==> src/rtl/spike_pattern_decoder.sv <==
// spike_pattern_decoder
// Counts rising edges per spike line over a fixed window, then reports
// the recalled 4-bit pattern, the inhibitory neuron count, the strongest
// pattern neuron and whether any counter saturated.
//
// state | meaning
// ------+-----------------------------------------------------------
// IDLE  | no window open, waiting for start
// COUNT | window open, counting spike edges for WINDOW cycles
// DONE  | result held on the outputs until out_valid & out_ready
module spike_pattern_decoder #(
  parameter int N         = 7,
  parameter int WINDOW    = 1000,
  parameter int THRESHOLD = 4
) (
  input  logic         clk,
  input  logic         reset_n,
  input  logic         start,
  input  logic [N-1:0] spikes,
  input  logic         out_ready,
  output logic         busy,
  output logic         out_valid,
  output logic [3:0]   pattern_out,
  output logic [7:0]   inhib_count,
  output logic [1:0]   winner,
  output logic         sat_flag
);

  localparam int          INHIB_IDX = 6;
  localparam logic [15:0] WIN_LAST  = 16'(WINDOW - 1);

  typedef enum logic [1:0] {
    IDLE  = 2'd0,
    COUNT = 2'd1,
    DONE  = 2'd2
  } state_t;

  state_t      r_state;
  logic [N-1:0] r_prev_spikes;
  logic [7:0]  r_cnt [N];
  logic [15:0] r_win;
  logic        r_sat;

  logic        r_busy;
  logic        r_out_valid;
  logic [3:0]  r_pattern;
  logic [7:0]  r_inhib;
  logic [1:0]  r_winner;
  logic        r_sat_flag;

  logic [N-1:0] w_edge;
  logic [7:0]   w_cnt_next [N];
  logic         w_sat_next;
  logic         w_handshake;
  logic         w_open;
  logic         w_last;
  logic [3:0]   w_pattern;
  logic [1:0]   w_winner;
  logic [7:0]   w_best;

  // out_valid is only ever high in DONE, so this is the DONE handshake
  assign w_handshake = r_out_valid & out_ready;
  // a new window opens from IDLE on start, or straight out of DONE when
  // the consumer takes the result in the same cycle start is raised
  assign w_open = start & ((r_state == IDLE) | ((r_state == DONE) & w_handshake));
  assign w_last = (r_state == COUNT) && (r_win == WIN_LAST);

  // Edge detect and saturating next-count; edges only matter while counting
  always_comb begin
    w_edge     = spikes & ~r_prev_spikes;
    w_sat_next = r_sat;
    for (int i = 0; i < N; i++) begin
      w_cnt_next[i] = r_cnt[i];
      if ((r_state == COUNT) && w_edge[i]) begin
        if (r_cnt[i] == 8'hFF) begin
          w_sat_next = 1'b1;
        end else begin
          w_cnt_next[i] = r_cnt[i] + 8'd1;
        end
      end
    end
  end

  // Decode from next-counts so an edge on the final window cycle is included
  always_comb begin
    w_pattern = 4'b0000;
    w_winner  = 2'd0;
    w_best    = w_cnt_next[0];
    for (int i = 0; i < 4; i++) begin
      w_pattern[i] = ({24'd0, w_cnt_next[i]} >= 32'(THRESHOLD));
    end
    // strict greater-than keeps the lowest index on ties
    for (int i = 1; i < 4; i++) begin
      if (w_cnt_next[i] > w_best) begin
        w_best   = w_cnt_next[i];
        w_winner = 2'(i);
      end
    end
  end

  // Previous-spike register runs in every state
  always_ff @(posedge clk) begin
    if (!reset_n) begin
      r_prev_spikes <= '0;
    end else begin
      r_prev_spikes <= spikes;
    end
  end

  // Per-neuron edge counters and sticky saturation bit
  always_ff @(posedge clk) begin
    if (!reset_n) begin
      for (int i = 0; i < N; i++) begin
        r_cnt[i] <= 8'd0;
      end
      r_sat <= 1'b0;
    end else if (w_open) begin
      for (int i = 0; i < N; i++) begin
        r_cnt[i] <= 8'd0;
      end
      r_sat <= 1'b0;
    end else begin
      for (int i = 0; i < N; i++) begin
        r_cnt[i] <= w_cnt_next[i];
      end
      r_sat <= w_sat_next;
    end
  end

  // Window position: 0 on the first COUNT cycle, WINDOW-1 on the last
  always_ff @(posedge clk) begin
    if (!reset_n) begin
      r_win <= 16'd0;
    end else if (w_open) begin
      r_win <= 16'd0;
    end else if ((r_state == COUNT) && !w_last) begin
      r_win <= r_win + 16'd1;
    end
  end

  // Sequencer with registered status and result outputs
  always_ff @(posedge clk) begin
    if (!reset_n) begin
      r_state     <= IDLE;
      r_busy      <= 1'b0;
      r_out_valid <= 1'b0;
      r_pattern   <= 4'b0000;
      r_inhib     <= 8'd0;
      r_winner    <= 2'd0;
      r_sat_flag  <= 1'b0;
    end else begin
      case (r_state)
        IDLE: begin
          if (start) begin
            r_state <= COUNT;
            r_busy  <= 1'b1;
          end
        end
        COUNT: begin
          if (w_last) begin
            r_state     <= DONE;
            r_out_valid <= 1'b1;
            r_pattern   <= w_pattern;
            r_inhib     <= w_cnt_next[INHIB_IDX];
            r_winner    <= w_winner;
            r_sat_flag  <= w_sat_next;
          end
        end
        DONE: begin
          if (w_handshake) begin
            r_out_valid <= 1'b0;
            if (start) begin
              r_state <= COUNT;
              r_busy  <= 1'b1;
            end else begin
              r_state <= IDLE;
              r_busy  <= 1'b0;
            end
          end
        end
        default: begin
          r_state     <= IDLE;
          r_busy      <= 1'b0;
          r_out_valid <= 1'b0;
        end
      endcase
    end
  end

  assign busy        = r_busy;
  assign out_valid   = r_out_valid;
  assign pattern_out = r_pattern;
  assign inhib_count = r_inhib;
  assign winner      = r_winner;
  assign sat_flag    = r_sat_flag;

endmodule

==> config.mk <==
export PLATFORM = sky130hd
export DESIGN_NAME = spike_pattern_decoder
export DESIGN_NICKNAME = d
export VERILOG_FILES = /design/src/rtl/spike_pattern_decoder.sv
export SDC_FILE = /design/constraint.sdc
export NUM_CORES = 1
export LEC_CHECK = 0
export BUFFER_PORTS_ARGS = -buffer_cell sky130_fd_sc_hd__buf_2
export CAP_MARGIN = 10
export CORE_UTILIZATION = 40
export CTS_BUF_LIST = sky130_fd_sc_hd__clkbuf_2
export CTS_CLUSTER_SIZE = 8
export DETAILED_ROUTE_END_ITERATION = 10
export MAX_ROUTING_LAYER = met4
export SYNTH_ARGS = -nofsm -noshare
export SYNTH_HDL_FRONTEND = slang
export SYNTH_SLANG_ARGS = --single-unit
==> constraint.sdc <==
create_clock -name clk -period 16.05 [get_ports clk]
set_input_delay 2.4075 -clock clk [delete_from_list [all_inputs] [get_ports clk]]
set_output_delay 2.4075 -clock clk [all_outputs]
set_load 0.005 [all_outputs]
Word level (Yosys, flattened, before mapping)
Memory sizes are Yosys's and may differ from the RTL's.
Cells that the tools add are included.
W data, S select, Z words.
Word-level totals
  register bits after elaboration: 43
  RAM bits: 56
  bits of input ports: 11
  output and inout bits: 17
  logic and storage cells: 144
  memories kept: 1
Cells by class
  add/sub/neg operators: 8
  magnitude comparators: 7
  eq/ne operators: 13
  muxes and demuxes: 66
  bitwise operators: 23
  reductions and logical operators: 16
Memory list
  r_cnt: depth 7, bits a word 8, read ports 7, clocked after Yosys merged registers in 0, write ports 7, line 40  | logic [7:0] r_cnt [N];
Operator list (number)
  $mux W8: 30
  $add A8 B1 Y8 const B: 7
  $eq A8 B8 Y1 const B: 7
  $ge A8 B3 Y1 const B: 4
  $mux W1: 28
  $gt A8 B8 Y1: 3
  $add A16 B1 Y16 const B: 1
  $eq A16 B10 Y1 const B: 1
  $or A1 B1 Y1: 15
  $mux W2: 5
  $logic_and A1 B1 Y1: 9
  $reduce_and A3 Y1: 3
  $and A7 B7 Y7: 1
  $not A7 Y7: 1
  $ne A2 B2 Y1 const B: 3
  $pmux W1 S3: 2
  $pmux W2 S3: 1
  $and A1 B1 Y1: 3
  $not A1 Y1: 3
  $eq A2 B1 Y1 const B: 1
  $eq A2 B2 Y1 const B: 1
  $logic_not A2 Y1: 1
  $reduce_and A2 Y1: 1
  $reduce_or A2 Y1: 1
  $logic_not A1 Y1: 1

Longest topological paths before layout
  depth after elaboration: 16
  gate-level depth with buffers: 28

Least setup slack after synthesis
No wires, ideal clock.
  path type: input to register
  start point: input port spikes[0]
  end point: register r_winner[1], in the netlist winner[1]
  library setup time: 137 ps
  arrival time: 7262 ps
  required time: 15913 ps
  slack: 8651 ps
  stages: 24
  buffers on the path: 3
  path through: and4bb_2 > and4_1 > clkbuf_1 > nand3_1 > mux2i_1 > ha_1 > a211oi_1 > nor2_1 > o31ai_1 > clkbuf_1 > mux2_2 > ha_1 > a21oi_1 > o21ai_0 > o22ai_1 > clkbuf_1 > a31oi_1 > ha_1 > nor2b_1 > o21a_1 > o21ai_0 > a21oi_1 > o21ai_0 > a31oi_1
On the way
  cells in the longest elaborated chain, start to end: 9
  elaborated cells on any way between the ends: 10
  those cells by class: order compare: 3; mux: 5; bitwise: 1; reduce/logical: 1
Ends and longest elaborated chain
  from (decl): line 19  | input logic [N-1:0] spikes,
  $and A7 B7 Y7 *: line 70  | w_edge = spikes & ~r_prev_spikes;
  $logic_and A1 B1 Y1 *: line 74  | if ((r_state == COUNT) && w_edge[i]) begin
  $mux W8 *: line 74
  $gt A8 B8 Y1: line 94  | if (w_cnt_next[i] > w_best) begin
  $mux W8 *: line 94
  $gt A8 B8 Y1: line 94
  $mux W8: line 94
  $gt A8 B8 Y1: line 94
  $mux W2 *: line 94
  to (signal assigned): line 165  | r_winner <= w_winner;
  to (decl): line 48  | logic [1:0] r_winner;
Every way passes the cells marked *; elsewhere a longest branch is shown, timed or not.
A chain may end at the register's enable or synchronous reset.

Worst setup path in the final report
Ends and elaborated chain as after synthesis.

==> impl_metrics.env <==
export IMPL_status="finished, final reports clean"
export IMPL_drc=0
export IMPL_synth_edf_count=48
export IMPL_path_max_fanout=16
export IMPL_clock_sinks=99
export IMPL_post_place_ws_ns=8.161
export IMPL_drtPass1Iterations=4
export IMPL_ioPinCount=28
export IMPL_ys_ff_latch=99
export IMPL_min_path_cells=2
export IMPL_required_ns=16.50
export IMPL_crit_chain="buf_2 -> and4bb_2 -> and4_1 -> nand3_1 -> mux2i_1 -> ha_1 -> a211oi_1 -> nor2_1 -> o31ai_1 -> buf_4 -> mux2_2 -> ha_1 -> a21oi_1 -> o21ai_0 -> o22ai_1 -> mux2_2 -> ha_1 -> o21a_1 -> o21ai_0 -> a21oi_1 -> o21ai_0 -> a31oi_1"
export IMPL_gp_congestion=0.8212
export IMPL_ys_async_sr_fraction_pct=0
export IMPL_synth_top_area_share_pct=25.54
export IMPL_slew_violations=0
export IMPL_relSlewSlack_pct=27.81
export IMPL_finalHoldViolations=0
export IMPL_start_util_pct=40.82
export IMPL_clock_path_buffers=2
export IMPL_setup_tns_final_ns=0
export IMPL_slowest_delay_ns=0.83
export IMPL_p_comb_share_pct=16.5
export IMPL_reg2reg_slack_ns=9.85
export IMPL_dieArea_um2=14590
export IMPL_port_buffers=27
export IMPL_power_frac_clock_pct=25.2
export IMPL_layout_drive_gt1_share_pct=9.763
export IMPL_layout_nets=714
export IMPL_cp_end_kind="flip-flop"
export IMPL_seqPwrFrac_pct=58.4
export IMPL_hold_end="busy"
export IMPL_die_width_um=120.8
export IMPL_hold_class="reg2reg"
export IMPL_yosysMostFrequentCell="nor2_1"
export IMPL_cts_tree="done"
export IMPL_final_area_um2=6198
export IMPL_instances_no_fill=856
export IMPL_drt_wl_total_um=12340
export IMPL_grt_max_degree=38
export IMPL_synth_cells=611
export IMPL_synth_top_area_cell="edfxtp_1"
export IMPL_row_count=43
export IMPL_min_period_ns=7.356
export IMPL_synth_area_top_cells="edfxtp_1 (26%), dfxtp_1 (18%), ha_1 (7.1%)"
export IMPL_antenna_found_initial=0
export IMPL_syn_avg_cell_area_um2=9.238
export IMPL_synth_common_cells="nor2_1 (81), nand2_1 (56), dfxtp_1 (51)"
export IMPL_cts_setup_buffers=0
export IMPL_hp_start="busy"
export IMPL_timing_rr_end="winner[1]"
export IMPL_ys_warn_count=0
export IMPL_coreArea_um2=13830
export IMPL_p_leak_nw=2.499
export IMPL_p_per_area_nw_per_um2=79.53
export IMPL_cts_inserted_buffers=9
export IMPL_cts_hold_buffers=0
export IMPL_via_count=4472
export IMPL_viasPerCell=5.224
export IMPL_grt_remaining_overflow=0
export IMPL_fillers=1360
export IMPL_worst_hold_slack_ns=0.5075
export IMPL_placed_cell_area_um2=6088
export IMPL_peakVddDrop_v=0.00004429
export IMPL_slowest_stage="o22ai_1"
export IMPL_detailed_place_hpwl_um=9124
export IMPL_rsz0062_at_grt="false"
export IMPL_ys_types=50
export IMPL_tightest_slew_ns=1.071
export IMPL_ant_nets=0
export IMPL_finClkSkew_ns=0.02306
export IMPL_cts_max_level=3
export IMPL_fin_ws_ns=8.694
export IMPL_worstSkewPairLatency_ns=0.59
export IMPL_critical_path_class="in2reg"
export IMPL_synthFlopType="dfxtp_1"
export IMPL_first_global_vias=4292
export IMPL_p_switching_mw=0.1443
export IMPL_cts_resized_gates=0
export IMPL_fmax_ghz=0.1359
export IMPL_die_y_um=120.8
export IMPL_rr_startpoint="r_state[0]"
export IMPL_finalPower_mw=0.4930
export IMPL_netlist_area_um2=5644
export IMPL_critPathArrivalTime_ns=7.81
export IMPL_postLayoutCoreUtil_pct=44.83
export IMPL_finalSetupViolCount=0
export IMPL_clkTransAtPathRegs_ns=0.26
export IMPL_grt_pass1_wl_um=20790
export IMPL_p_int_mw=0.3487
export IMPL_cts_root_buf="clkbuf_2"
export IMPL_start_kind="input pin"
export IMPL_diodes=0
export IMPL_drt_iter0_markers=249
export IMPL_r2r_cells=21
export IMPL_drv_cap=0
export IMPL_yosysSeqAreaShare_pct=43.63
export IMPL_wire_per_inst_um=14.41
export IMPL_placedCellCount=840
export IMPL_track_usage_pct=18.77
export IMPL_syn_to_final_growth_pct=9.820
export IMPL_fin_crit_sh_pct=45.83
export IMPL_p_sw_share_pct=29.27
-- power groups by stage --
stage	Clock, mW	Sequential, mW	Combinational, mW
floorplan	0	0.289	0.0623
global placement	0	0.292	0.0777
detailed placement	0	0.293	0.0801
CTS	0.129	0.288	0.0808
global route	0.138	0.290	0.0935
finish	0.124	0.288	0.0811
-- final cells by class --
cell class              instances  area [um2]  area share [%]
clock buffers                  12       60.06          0.9689
clock inverters                 4       50.05          0.8074
inverters                      21       78.83           1.272
multi-input cells             510        3164           51.05
flip-flops and latches         99        2462           39.73
well taps                     180       225.2           3.633
repair buffers                 30       157.7           2.543
-- state kept, by name, indices dropped and copies added, names as in the netlist --
signal / flops
busy: 1
r_cnt: 56
r_state: 2
sat_flag: 1
inhib_count: 8
r_win: 16
out_valid: 1
winner: 2
pattern_out: 4
r_prev_spikes: 7
r_sat: 1
-- routing by layer --
| layer | vias to the layer above | part of all wire, % | wire (um) | global-route usage, % |
|---|---|---|---|---|
| li1 | 2272 | - | - | - |
| met2 | 80 | 46 | 5638 | 29.35 |
| met4 | 0 | 2.6 | 317 | 8.565 |
| met3 | 23 | 2.5 | 306 | 2.358 |
| met1 | 2097 | 49 | 6073 | 24.31 |
| met5 | - | 0 | 0 | - |
-- cell usage in the layout (no fill, tap or decap), types with 5 or more instances in the layout --
cell | Yosys | layout
inv_1 | 21 | 21
xnor2_1 | 18 | 18
conb_1 | 1 | 40
nor4_1 | 8 | 8
nor2b_1 | 8 | 8
nand2_1 | 56 | 55
clkbuf_2 | 0 | 12
nand2b_1 | 7 | 7
nand3_1 | 26 | 26
o211ai_1 | 6 | 6
dfxtp_1 | 51 | 51
or3_1 | 6 | 6
ha_1 | 32 | 32
a31oi_1 | 6 | 6
nor3_1 | 15 | 15
buf_2 | 4 | 27
mux2_2 | 10 | 10
a21o_1 | 5 | 5
and3_1 | 11 | 11
o21ai_1 | 7 | 7
a21oi_1 | 23 | 23
edfxtp_1 | 48 | 48
mux2i_1 | 17 | 17
o21ai_0 | 27 | 27
nand4_1 | 20 | 20
and2_1 | 18 | 18
xor2_1 | 27 | 27
nor2_1 | 81 | 81
-- worst max-delay path, delay by kind of cell --
family | cells | cell delay, ns
compound gates | 10 | 2.24
fa+ha+maj | 3 | 0.94
buf+inv | 2 | 0.30
mux | 3 | 1.09
simple gates | 4 | 0.83
-- worst max path at each step --
stage / endpoint / slack, ns / depth (start not counted) / startpoint
finish: winner[1] / 8.69 / 22 / spikes[0]
global route: winner[1] / 8.26 / 23 / spikes[0]
CTS: winner[1] / 8.85 / 22 / spikes[0]
detailed placement: winner[1] / 8.16 / 22 / spikes[0]
global placement: winner[1] / 8.24 / 24 / spikes[0]
floorplan: winner[1] / 8.65 / 24 / spikes[0]
-- cells by family (layout without fill, tap and decap cells) --
| kind of cell | Yosys count | in the layout | share of synthesized area [%] |
|---|---|---|---|
| AND/OR/NAND/NOR | 278 | 278 | 25.05 |
| flip-flops | 99 | 99 | 43.63 |
| AO/OA/AOI/OAI | 88 | 88 | 9.222 |
| XOR/XNOR | 45 | 45 | 6.983 |
| buffers and inverters | 41 | 67 | 2.948 |
| adder cells (fa/ha/maj) | 32 | 32 | 7.094 |
| multiplexers | 27 | 27 | 5.010 |
| other | 1 | 40 | 0.06644 |
Power figures use the tool's default switching activity.
